## config.mk

```make
export PLATFORM = sky130hd
export DESIGN_NAME = ft_sync_tx
export DESIGN_NICKNAME = d
export VERILOG_FILES = /design/src/rtl/ft_pkg.sv /design/src/rtl/ft_fifo_sync.sv /design/src/rtl/ft_sync_tx.sv
export SDC_FILE = /design/constraint.sdc
export NUM_CORES = 1
export LEC_CHECK = 0
export ABC_CLOCK_PERIOD_IN_PS = 2600
export CAP_MARGIN = 20
export CELL_PAD_IN_SITES_DETAIL_PLACEMENT = 0
export CELL_PAD_IN_SITES_GLOBAL_PLACEMENT = 1
export CORE_MARGIN = 4
export CORE_UTILIZATION = 46
export CTS_BUF_LIST = sky130_fd_sc_hd__clkbuf_16
export DETAILED_ROUTE_END_ITERATION = 10
export MAX_ROUTING_LAYER = met4
export PLACE_DENSITY_LB_ADDON = 0.1
export SYNTH_ARGS = -nofsm -noshare
export SYNTH_HDL_FRONTEND = slang
export SYNTH_SLANG_ARGS = --single-unit
```

## constraint.sdc

```tcl
create_clock -name ft_clk -period 2.6 [get_ports ft_clk]
set_input_delay 0.39 -clock ft_clk [delete_from_list [all_inputs] [get_ports ft_clk]]
set_output_delay 0.39 -clock ft_clk [all_outputs]
set_load 0.005 [all_outputs]
```

## src/rtl/ft_pkg.sv

```systemverilog
// Shared FT232H synchronous-FIFO definitions for the transmit and receive blocks.
package ft_pkg;

  // Transmit-side bus ownership states
  typedef enum logic [1:0] {
    StIdle    = 2'd0,
    StTurn    = 2'd1,
    StWrite   = 2'd2,
    StRelease = 2'd3
  } ft_state_e;

  // FT232H strobe polarities (WR#, TXE#, RD#, RXF# are all active low)
  localparam logic FtWrOn     = 1'b0;
  localparam logic FtWrOff    = 1'b1;
  localparam logic FtTxeSpace = 1'b0;

  localparam int unsigned FtDataW = 8;

endpackage

```

## src/rtl/ft_fifo_sync.sv

```systemverilog
// Single-clock first-word-fall-through FIFO with extra-MSB wrap pointers.
module ft_fifo_sync #(
  parameter int unsigned DEPTH_LOG2 = 4,
  parameter int unsigned WIDTH      = 8
) (
  input  logic                  clk_i,
  input  logic                  rst_i,
  input  logic                  push_i,
  input  logic [WIDTH-1:0]      wdata_i,
  input  logic                  pop_i,
  output logic [WIDTH-1:0]      rdata_o,
  output logic                  full_o,
  output logic                  empty_o,
  output logic [DEPTH_LOG2:0]   count_o
);

  localparam int unsigned Depth = 2 ** DEPTH_LOG2;

  logic [DEPTH_LOG2:0] wptr_q, rptr_q;
  logic [WIDTH-1:0]    mem_q [Depth];
  logic                do_push, do_pop;

  assign empty_o = (wptr_q == rptr_q);
  assign full_o  = (wptr_q[DEPTH_LOG2] != rptr_q[DEPTH_LOG2]) &&
                   (wptr_q[DEPTH_LOG2-1:0] == rptr_q[DEPTH_LOG2-1:0]);
  assign count_o = wptr_q - rptr_q;
  assign rdata_o = mem_q[rptr_q[DEPTH_LOG2-1:0]];

  // A pop on a full FIFO frees the slot the same-edge push lands in
  assign do_pop  = pop_i && !empty_o;
  assign do_push = push_i && (!full_o || do_pop);

  // Pointer update; reset empties the FIFO without touching storage
  always_ff @(posedge clk_i or posedge rst_i) begin
    if (rst_i) begin
      wptr_q <= '0;
      rptr_q <= '0;
    end else begin
      if (do_push) wptr_q <= wptr_q + 1'b1;
      if (do_pop)  rptr_q <= rptr_q + 1'b1;
    end
  end

  // Storage write
  always_ff @(posedge clk_i) begin
    if (do_push) mem_q[wptr_q[DEPTH_LOG2-1:0]] <= wdata_i;
  end

endmodule

```

## src/rtl/ft_sync_tx.sv

```systemverilog
// FT232H synchronous-FIFO transmit path: byte FIFO plus WR# bus sequencer.
module ft_sync_tx
  import ft_pkg::*;
#(
  parameter int unsigned DEPTH_LOG2  = 4,
  parameter int unsigned TURN_CYCLES = 1  // must be >= 1
) (
  input  logic         ft_clk,
  input  logic         reset,
  input  logic [7:0]   in_data,
  input  logic         in_valid,
  output logic         in_ready,
  input  logic         bus_grant,
  output logic         bus_req,
  input  logic         ft_txe,
  output logic         ft_wr,
  output logic [7:0]   ft_d_out,
  output logic         ft_d_oe,
  output logic [15:0]  tx_count
);

  localparam int unsigned TurnW = (TURN_CYCLES > 1) ? $clog2(TURN_CYCLES) : 1;
  localparam logic [DEPTH_LOG2:0] CntOne = 1;

  ft_state_e           state_q;
  logic                wr_q, oe_q;
  logic [TurnW-1:0]    turn_q;
  logic [15:0]         cnt_q;

  logic                fifo_full, fifo_empty, push, accept, last, turn_done;
  logic [7:0]          fifo_head;
  logic [DEPTH_LOG2:0] fifo_count;
  int unsigned         turn_elapsed;

  assign in_ready = !fifo_full;
  assign push     = in_valid && in_ready;
  // WR# is only low in StWrite, so this is the FT232H's own accept condition
  assign accept   = (wr_q == FtWrOn) && (ft_txe == FtTxeSpace);
  // The accepted byte was the only one and nothing refills the FIFO this edge
  assign last     = (fifo_count == CntOne) && !push;

  assign turn_elapsed = 32'(turn_q) + 32'd1;
  assign turn_done    = (turn_elapsed >= TURN_CYCLES);

  ft_fifo_sync #(
    .DEPTH_LOG2 (DEPTH_LOG2),
    .WIDTH      (FtDataW)
  ) u_fifo (
    .clk_i   (ft_clk),
    .rst_i   (reset),
    .push_i  (push),
    .wdata_i (in_data),
    .pop_i   (accept),
    .rdata_o (fifo_head),
    .full_o  (fifo_full),
    .empty_o (fifo_empty),
    .count_o (fifo_count)
  );

  // Bus sequencer with registered WR#/OE and accepted-byte counter
  always_ff @(posedge ft_clk or posedge reset) begin
    if (reset) begin
      state_q <= StIdle;
      wr_q    <= FtWrOff;
      oe_q    <= 1'b0;
      turn_q  <= '0;
      cnt_q   <= '0;
    end else begin
      if (accept) cnt_q <= cnt_q + 16'd1;
      unique case (state_q)
        StIdle: begin
          if (!fifo_empty && (ft_txe == FtTxeSpace) && bus_grant) begin
            state_q <= StTurn;
            oe_q    <= 1'b1;
            turn_q  <= '0;
          end
        end
        StTurn: begin
          if (!bus_grant) begin
            state_q <= StRelease;
          end else if (turn_done) begin
            state_q <= StWrite;
            wr_q    <= FtWrOn;
          end else begin
            turn_q <= turn_q + 1'b1;
          end
        end
        StWrite: begin
          // A refused byte stays at the FIFO head for the next bus tenure
          if (!accept || last || !bus_grant) begin
            state_q <= StRelease;
            wr_q    <= FtWrOff;
          end
        end
        StRelease: begin
          state_q <= StIdle;
          oe_q    <= 1'b0;
        end
        default: begin
          state_q <= StIdle;
          wr_q    <= FtWrOff;
          oe_q    <= 1'b0;
        end
      endcase
    end
  end

  assign ft_wr    = wr_q;
  assign ft_d_oe  = oe_q;
  assign ft_d_out = oe_q ? fifo_head : 8'h00;
  assign bus_req  = !fifo_empty && (state_q != StRelease);
  assign tx_count = cnt_q;

endmodule

```

==> results of run 1 <==
path summary, 6_finish.rpt:
check                            startpoint                to  slack (ps)
hold / removal                        reset  u_fifo.wptr_q[3]         290
min in group ft_clk            tx_count[15]      tx_count[15]         460
setup reg to reg           u_fifo.rptr_q[0]        state_q[1]         150
hold reg to reg                tx_count[15]      tx_count[15]         460
max in group asynchronous             reset       tx_count[5]        1680
setup / recovery           u_fifo.rptr_q[0]       ft_d_out[6]        -250
metrics by stage:
step                utilization, %  cells  TNS [ps]  hold slack, ps  area [um2]
global route                 58.18    632     -2128           312.3        8107
floorplan                        -    353         0           464.7        6571
detailed placement           52.88    587    -222.9           460.9        7368
CTS                          57.74    629     -1891           289.6        8046
finish                       58.18    632     -1555           291.4        8107
global placement             52.88    587    -115.1           456.6        7368
registers in the layout (all words and copies together) (netlist names):
register	flops
ft_wr	1
u_fifo.wptr_q	5
state_q	2
u_fifo.rptr_q	5
ft_d_oe	1
u_fifo.mem_q	128
tx_count	16
kinds of logic (layout without fill, tap and decap cells):
| kind of cell | Yosys count | in the layout | share of synthesized area [%] |
|---|---|---|---|
| DFF | 158 | 158 | 70.10 |
| and+or+nand+nor | 80 | 80 | 6.526 |
| muxes | 44 | 44 | 14.45 |
| xor gates and xnor gates | 27 | 27 | 3.721 |
| buffers and inverters | 17 | 116 | 1.050 |
| adders and majority gates | 16 | 16 | 3.168 |
| AOI/OAI and AO/OA | 11 | 11 | 0.9923 |
final cells by class:
type	count	share of cell area, %
timing repair buffer	76	9.168
clock inverter	15	1.621
tap	180	2.778
inverter	8	0.3704
multi-input combinational	178	24.11
clock buffer	17	5.248
sequential	158	56.71
metal layers:
layer	share of wire [%]	track usage [%]
met5	0	-
met4	0.55	4.921
met3	5.8	5.100
met2	46	24.65
met1	47	26.14
cell usage in the layout, fill, tap and decap left out, types with 4 or more instances in the layout:
master,instances
dfrtp_1,28
clkdlybuf4s50_1,30
xor2_1,7
mux4_2,40
clkbuf_16,17
xnor2_1,19
o21ai_0,4
and2_2,4
nand2_1,17
inv_1,9
ha_1,14
and3_1,4
nand3_1,5
clkinv_2,4
a21oi_1,4
nand4_1,7
buf_6,15
buf_4,19
buf_12,4
buf_2,6
nor2_1,14
and2_1,17
edfxtp_1,128
repair_timing:
action,CTS,global route
pin swaps,0,2
setup buffers,8,5
endpoints found under the setup margin,10,43
gates cloned,2,0
gates resized for setup,43,20
power by group through the flow:
stage / sequential, uW / combinational [uW] / clock [uW]
after floorplan: 3340 / 1870 / 0
after global placement: 3380 / 2860 / 0
after detailed placement: 3400 / 2880 / 0
after CTS: 3340 / 3140 / 2380
after global routing: 3390 / 3480 / 2490
final: 3340 / 3170 / 2320
==> flow_summary_export.csv, run 1 <==
group,metric,value,unit
outcome,outcome,"finished, violations left",
outcome,violations,"negative setup slack",
synthesis,post_synth_cell_types,33,
detailed_routing,route.detailed.drc,0,
cts,postCtsHoldBufs,0,
detailed_routing,route.antenna.remaining_nets,0,
pwr,power_per_cell_area,1089,nW/um2
critical_path,critical_path.max_fanout,6,
critical_path,timing.critical_path.max_delay_family,"multiplexers",
critical_path,cp_data_arrival_time,2460,ps
floorplan,die_w,127.4,um
cts,worstSkewPairLatency,410,ps
cts,clock_sinks,158,
synthesis,synthTopCellsByArea,"edfxtp_1 59%, mux4_2 14%, dfrtp_1 11%",
global_route,total_routing_resource_utilization_after_global_routing,17.82,%
place,routability_driven_placement_congestion_ratio,0.7753,
sta,finalClockSkew,7.225,ps
synthesis,synthesis.nets,382,
critical_path,critPathBufInv,4,
place,dp_hpwl,8146,um
cts,cts_max_level,4,
detailed_routing,postRouteWirelength,12780,um
sta,post-route-worst-setup-slack,-253.5,ps
critical_path,worst_path_max_delay_cell,"mux4_2",
global_route,number_of_antenna_violations_at_the_first_check_in_global_routing,0,
cts,clkTransAtPathRegs,60,ps
global_route,final_global_route_overflow_total,0,
synthesis,ys_seq_area_share,70.10,%
floorplan,num_io_pins,41,
synthesis,synth.ff_latch_count,158,
place,preCtsSetupSlack,-41.89,ps
synthesis,synth_area_leader_cell,"edfxtp_1",
floorplan,die-height,127.4,um
floorplan,initial_utilization,47.05,%
synthesis,synth_ff_type,"edfxtp_1",
finish,final-seq-area,4597,um2
sta,final_hold_viol_count,0,
synthesis,post-synth-top-count-cell,"edfxtp_1",
finish,multiInputGateArea,1954,um2
finish,antenna_diode_count,0,
critical_path,path_depth,7,
sta,rsz_0062_raised_after_global_routing,"true",
synthesis,synth_async_sr_flop_share,18.99,%
hold_path,hold_path_class,"input pin to asynchronous set/reset pin",
pwr,internal_power,6250,uW
detailed_routing,viasPerCell,5.358,
sta,post_layout_minimum_cycle_time,2854,ps
sta,finalMaxSlewViolations,0,
cts,ctsLongestPathBuffers,2,
synthesis,netlist.area_leader.share,58.63,%
cts,cts_made_buffers,17,
synthesis,synth_area,6556,um2
sta,highest_achievable_clock_rate,350.4,MHz
detailed_routing,drt_initial_violations,289,
cts,cts_tree,"done",
pwr,power.share.sequential,37.9,%
finish,drive_above_1_share,29.42,%
pwr,pwr-share-clk,26.2,%
global_route,grt_start_max_net_pins,33,
pwr,max-vdd-ir-drop,0.6215,mV
critical_path,crit_path_cell_trace,"buf_12, buf_12, buf_6, mux4_2, mux4_2, and2_4, buf_6",
detailed_routing,via_count,3386,
finish,finalNetCount,468,
floorplan,die_area,16230,um2
pwr,netSwitchingPower,2579,uW
critical_path,nature_of_the_critical_path_endpoint,"primary output",
pwr,leakagePower,0.002922,uW
synthesis,synth_common_cells,"128 x edfxtp_1, 40 x mux4_2, 29 x dfrtp_1, 24 x and2_1, 19 x xnor2_1",
critical_path,register_to_register_path_depth,10,
cts,cts_root_buf,"clkbuf_16",
critical_path,timing.critical_path.from_type,"flop",
sta,final_report_setup_violation_count,8,
finish,layout-area-overhead-vs-synth,23.64,%
finish,n_fill_cell,1091,
detailed_routing,post_drt_wl_per_cell,20.22,um
floorplan,placeableCoreArea,13930,um2
synthesis,yosys_warnings,0,
detailed_routing,first_pass_iters,4,
sta,relSlewSlack,60.81,%
critical_path,critPathKind,"flop to primary output",
critical_path,required,2210,ps
synthesis,average_size_of_a_mapped_cell,18.57,um2
pwr,power.switching_fraction,29.21,%
pwr,total_power,8828,uW
synthesis,synth_cells,353,
critical_path,max_stage_delay,500,ps
run,drv_cap,0,
floorplan,row_count,43,
place,io_buffer_count,40,
global_route,grt_pass1_wl,20330,um
pwr,part_of_the_power_in_combinational_logic,35.9,%
sta,worst-slew-pin-transition,586.0,ps
global_route,first_global_vias,3538,
sta,period_share,109.8,%
synthesis,synth_edf_count,128,
Power figures use the tool's default switching activity.
==> run 2, diff against run 1 <==
ABC_CLOCK_PERIOD_IN_PS = 2450   (was 2600)
clock period = 2.45 ns   (was 2.6 ns; I/O delays follow)
==> flow_summary_export.csv, run 2 (synthesis results as in run 1) <==
group,metric,value,unit
global_route,total_routing_resource_utilization_after_global_routing,18.30,%
finish,largest_register_ffs,128,
detailed_routing,drt_initial_violations,250,
sta,fin_worst_hold_slack,335.4,ps
sta,rsz_0062_raised_after_global_routing,"true",
pwr,internal_power,6832,uW
place,io_buffer_count,40,
finish,most_common_cell_after_layout_fill_and_taps_aside,"edfxtp_1",
critical_path,critPathKind,"flop to primary output",
global_route,final_global_route_overflow_total,0,
sta,period_share,115.0,%
outcome,violations,"negative setup slack",
critical_path,nature_of_the_critical_path_endpoint,"primary output",
pwr,pwr-share-clk,26.1,%
pwr,leakagePower,0.003021,uW
critical_path,required,2080,ps
detailed_routing,route.detailed.drc,0,
place,dp_hpwl,8623,um
sta,post-route-worst-setup-slack,-368.1,ps
global_route,grt_start_max_net_pins,31,
place,preCtsSetupSlack,-173.2,ps
sta,relSlewSlack,60.30,%
global_route,number_of_antenna_violations_at_the_first_check_in_global_routing,0,
critical_path,crit_path_cell_trace,"buf_12, buf_6, mux4_2, mux4_2, and2_1, buf_2",
sta,highest_achievable_clock_rate,354.9,MHz
floorplan,die_area,16230,um2
pwr,max-vdd-ir-drop,0.5500,mV
cts,ctsLongestPathBuffers,2,
cts,cts_root_buf,"clkbuf_16",
cts,clkTransAtPathRegs,60,ps
cts,cts_tree,"done",
sta,post_layout_minimum_cycle_time,2818,ps
detailed_routing,first_pass_iters,4,
run,drv_cap,0,
floorplan,num_io_pins,41,
pwr,power.switching_fraction,29.30,%
sta,setup_tns,-2533,ps
pwr,power_per_cell_area,1159,nW/um2
detailed_routing,postRouteWirelength,13350,um
critical_path,register_to_register_path_depth,10,
critical_path,worst_path_max_delay_cell,"mux4_2",
place,placedInstanceArea,7533,um2
detailed_routing,viasPerCell,5.344,
sta,final_report_setup_violation_count,9,
place,routability_driven_placement_congestion_ratio,0.7540,
cts,postCtsHoldBufs,0,
cts,worstSkewPairLatency,420,ps
cts,cts_max_level,4,
finish,finalNetCount,481,
finish,fin_util,59.84,%
sta,finalMaxSlewViolations,0,
critical_path,critical_path.max_fanout,5,
finish,drive_above_1_share,32.26,%
critical_path,timing.critical_path.from_type,"flop",
floorplan,initial_utilization,47.05,%
floorplan,die_w,127.4,um
floorplan,row_count,43,
cts,cts_made_buffers,17,
pwr,netSwitchingPower,2831,uW
finish,finish.instance_area,8338,um2
critical_path,r2r-start,"u_fifo.rptr_q[0]",
critical_path,r2r_end,"state_q[1]",
finish,layout.cells.most_common_list,"128 x edfxtp_1, 40 x mux4_2, 30 x clkdlybuf4s50_1",
critical_path,max_stage_delay,530,ps
global_route,first_global_vias,3618,
critical_path,timing.critical_path.max_delay_family,"multiplexers",
detailed_routing,route.antenna.remaining_nets,0,
floorplan,die-height,127.4,um
cts,clock_sinks,158,
finish,multiInputGateArea,1979,um2
sta,worst-slew-pin-transition,593.7,ps
critical_path,cp_data_arrival_time,2450,ps
floorplan,placeableCoreArea,13930,um2
finish,n_fill_cell,1058,
detailed_routing,post_drt_wl_per_cell,20.70,um
pwr,power.share.sequential,36.7,%
finish,antenna_diode_count,0,
sta,finalClockSkew,10.50,ps
detailed_routing,via_count,3447,
hold_path,hold_path_class,"input pin to asynchronous set/reset pin",
critical_path,worst_path_most_repeated_cell,"mux4_2",
pwr,part_of_the_power_in_combinational_logic,37.2,%
finish,layout-area-overhead-vs-synth,27.18,%
finish,final-seq-area,4597,um2
global_route,grt_pass1_wl,20960,um
outcome,outcome,"finished, violations left",
critical_path,critPathBufInv,3,
sta,final_hold_viol_count,0,
critical_path,reg2reg_setup_slack,-60,ps
-- run 2: cell count changes in the layout (fill, tap and decap cells not counted), moves of 2 or more --
cell	previous run	this run
and2_4	3	6
nor2_1	14	12
nor2_2	0	2
buf_8	0	3
buf_6	15	10
and2_2	4	0
buf_2	6	8
inv_6	0	2
buf_4	19	25
buf_12	4	12
clkinv_2	4	1
-- run 2: cell type report --
| class | instances | area share (%) |
|---|---|---|
| Sequential cell | 158 | 55.13 |
| Clock inverter | 15 | 1.756 |
| Tap cell | 180 | 2.701 |
| Inverter | 8 | 0.3601 |
| Multi-Input combinational cell | 178 | 23.74 |
| Clock buffer | 17 | 5.102 |
| Timing Repair Buffer | 89 | 11.21 |
-- run 2: layer usage --
| metal | part of all wire (%) | vias to the layer above | routed length [um] | GRT usage [%] |
|---|---|---|---|---|
| met5 | 0 | - | 0 | - |
| met3 | 4.3 | 16 | 569 | 3.595 |
| met1 | 46 | 1782 | 6148 | 25.43 |
| li1 | - | 1566 | - | - |
| met4 | 1.5 | 0 | 201 | 6.246 |
| met2 | 48 | 83 | 6435 | 27.44 |
-- run 2: worst max path at each step --
| stage | start | to | cells past startpoint |
|---|---|---|---|
| 2_1_floorplan | u_fifo.rptr_q[1] | state_q[1] | 10 |
| 3_3_place_gp | u_fifo.rptr_q[0] | ft_d_out[6] | 5 |
| 3_5_place_dp | u_fifo.rptr_q[0] | ft_d_out[6] | 5 |
| 4_1_cts | u_fifo.rptr_q[0] | ft_d_out[6] | 6 |
| 5_1_grt | u_fifo.rptr_q[0] | ft_d_out[6] | 6 |
| 6_report | u_fifo.rptr_q[0] | ft_d_out[6] | 6 |
-- run 2: per-stage QoR --
stage,std cells,power (uW)
2_1_floorplan,353,5553
3_3_place_gp,597,6776
3_5_place_dp,597,6804
4_1_cts,646,9786
5_1_grt,645,10200
6_report,645,9664
-- run 2: power by group through the flow --
stage	Sequential [uW]	Combinational, uW	Clock, uW
floorplan	3540	2010	0
finish	3540	3590	2530
CTS	3550	3650	2580
global placement	3580	3200	0
global route	3590	3910	2710
detailed placement	3590	3220	0
-- run 2: worst register-to-register path, cell delays in order (launching register included) --
cell and delay [ps]:
dfrtp_2 480, buf_6 160, buf_6 120, ha_4 150, fa_2 350, nand2b_4 150
a21oi_2 140, xor2_1 150, nand3_1 140, a31o_4 260, mux2_4 290
-- run 2: what timing repair did --
item / in CTS / in global routing
setup buffers: 16 / 1
resized for setup: 65 / 7
pin swaps: 2 / 2
endpoints found under the setup margin: 44 / 123
gates cloned: 1 / 0
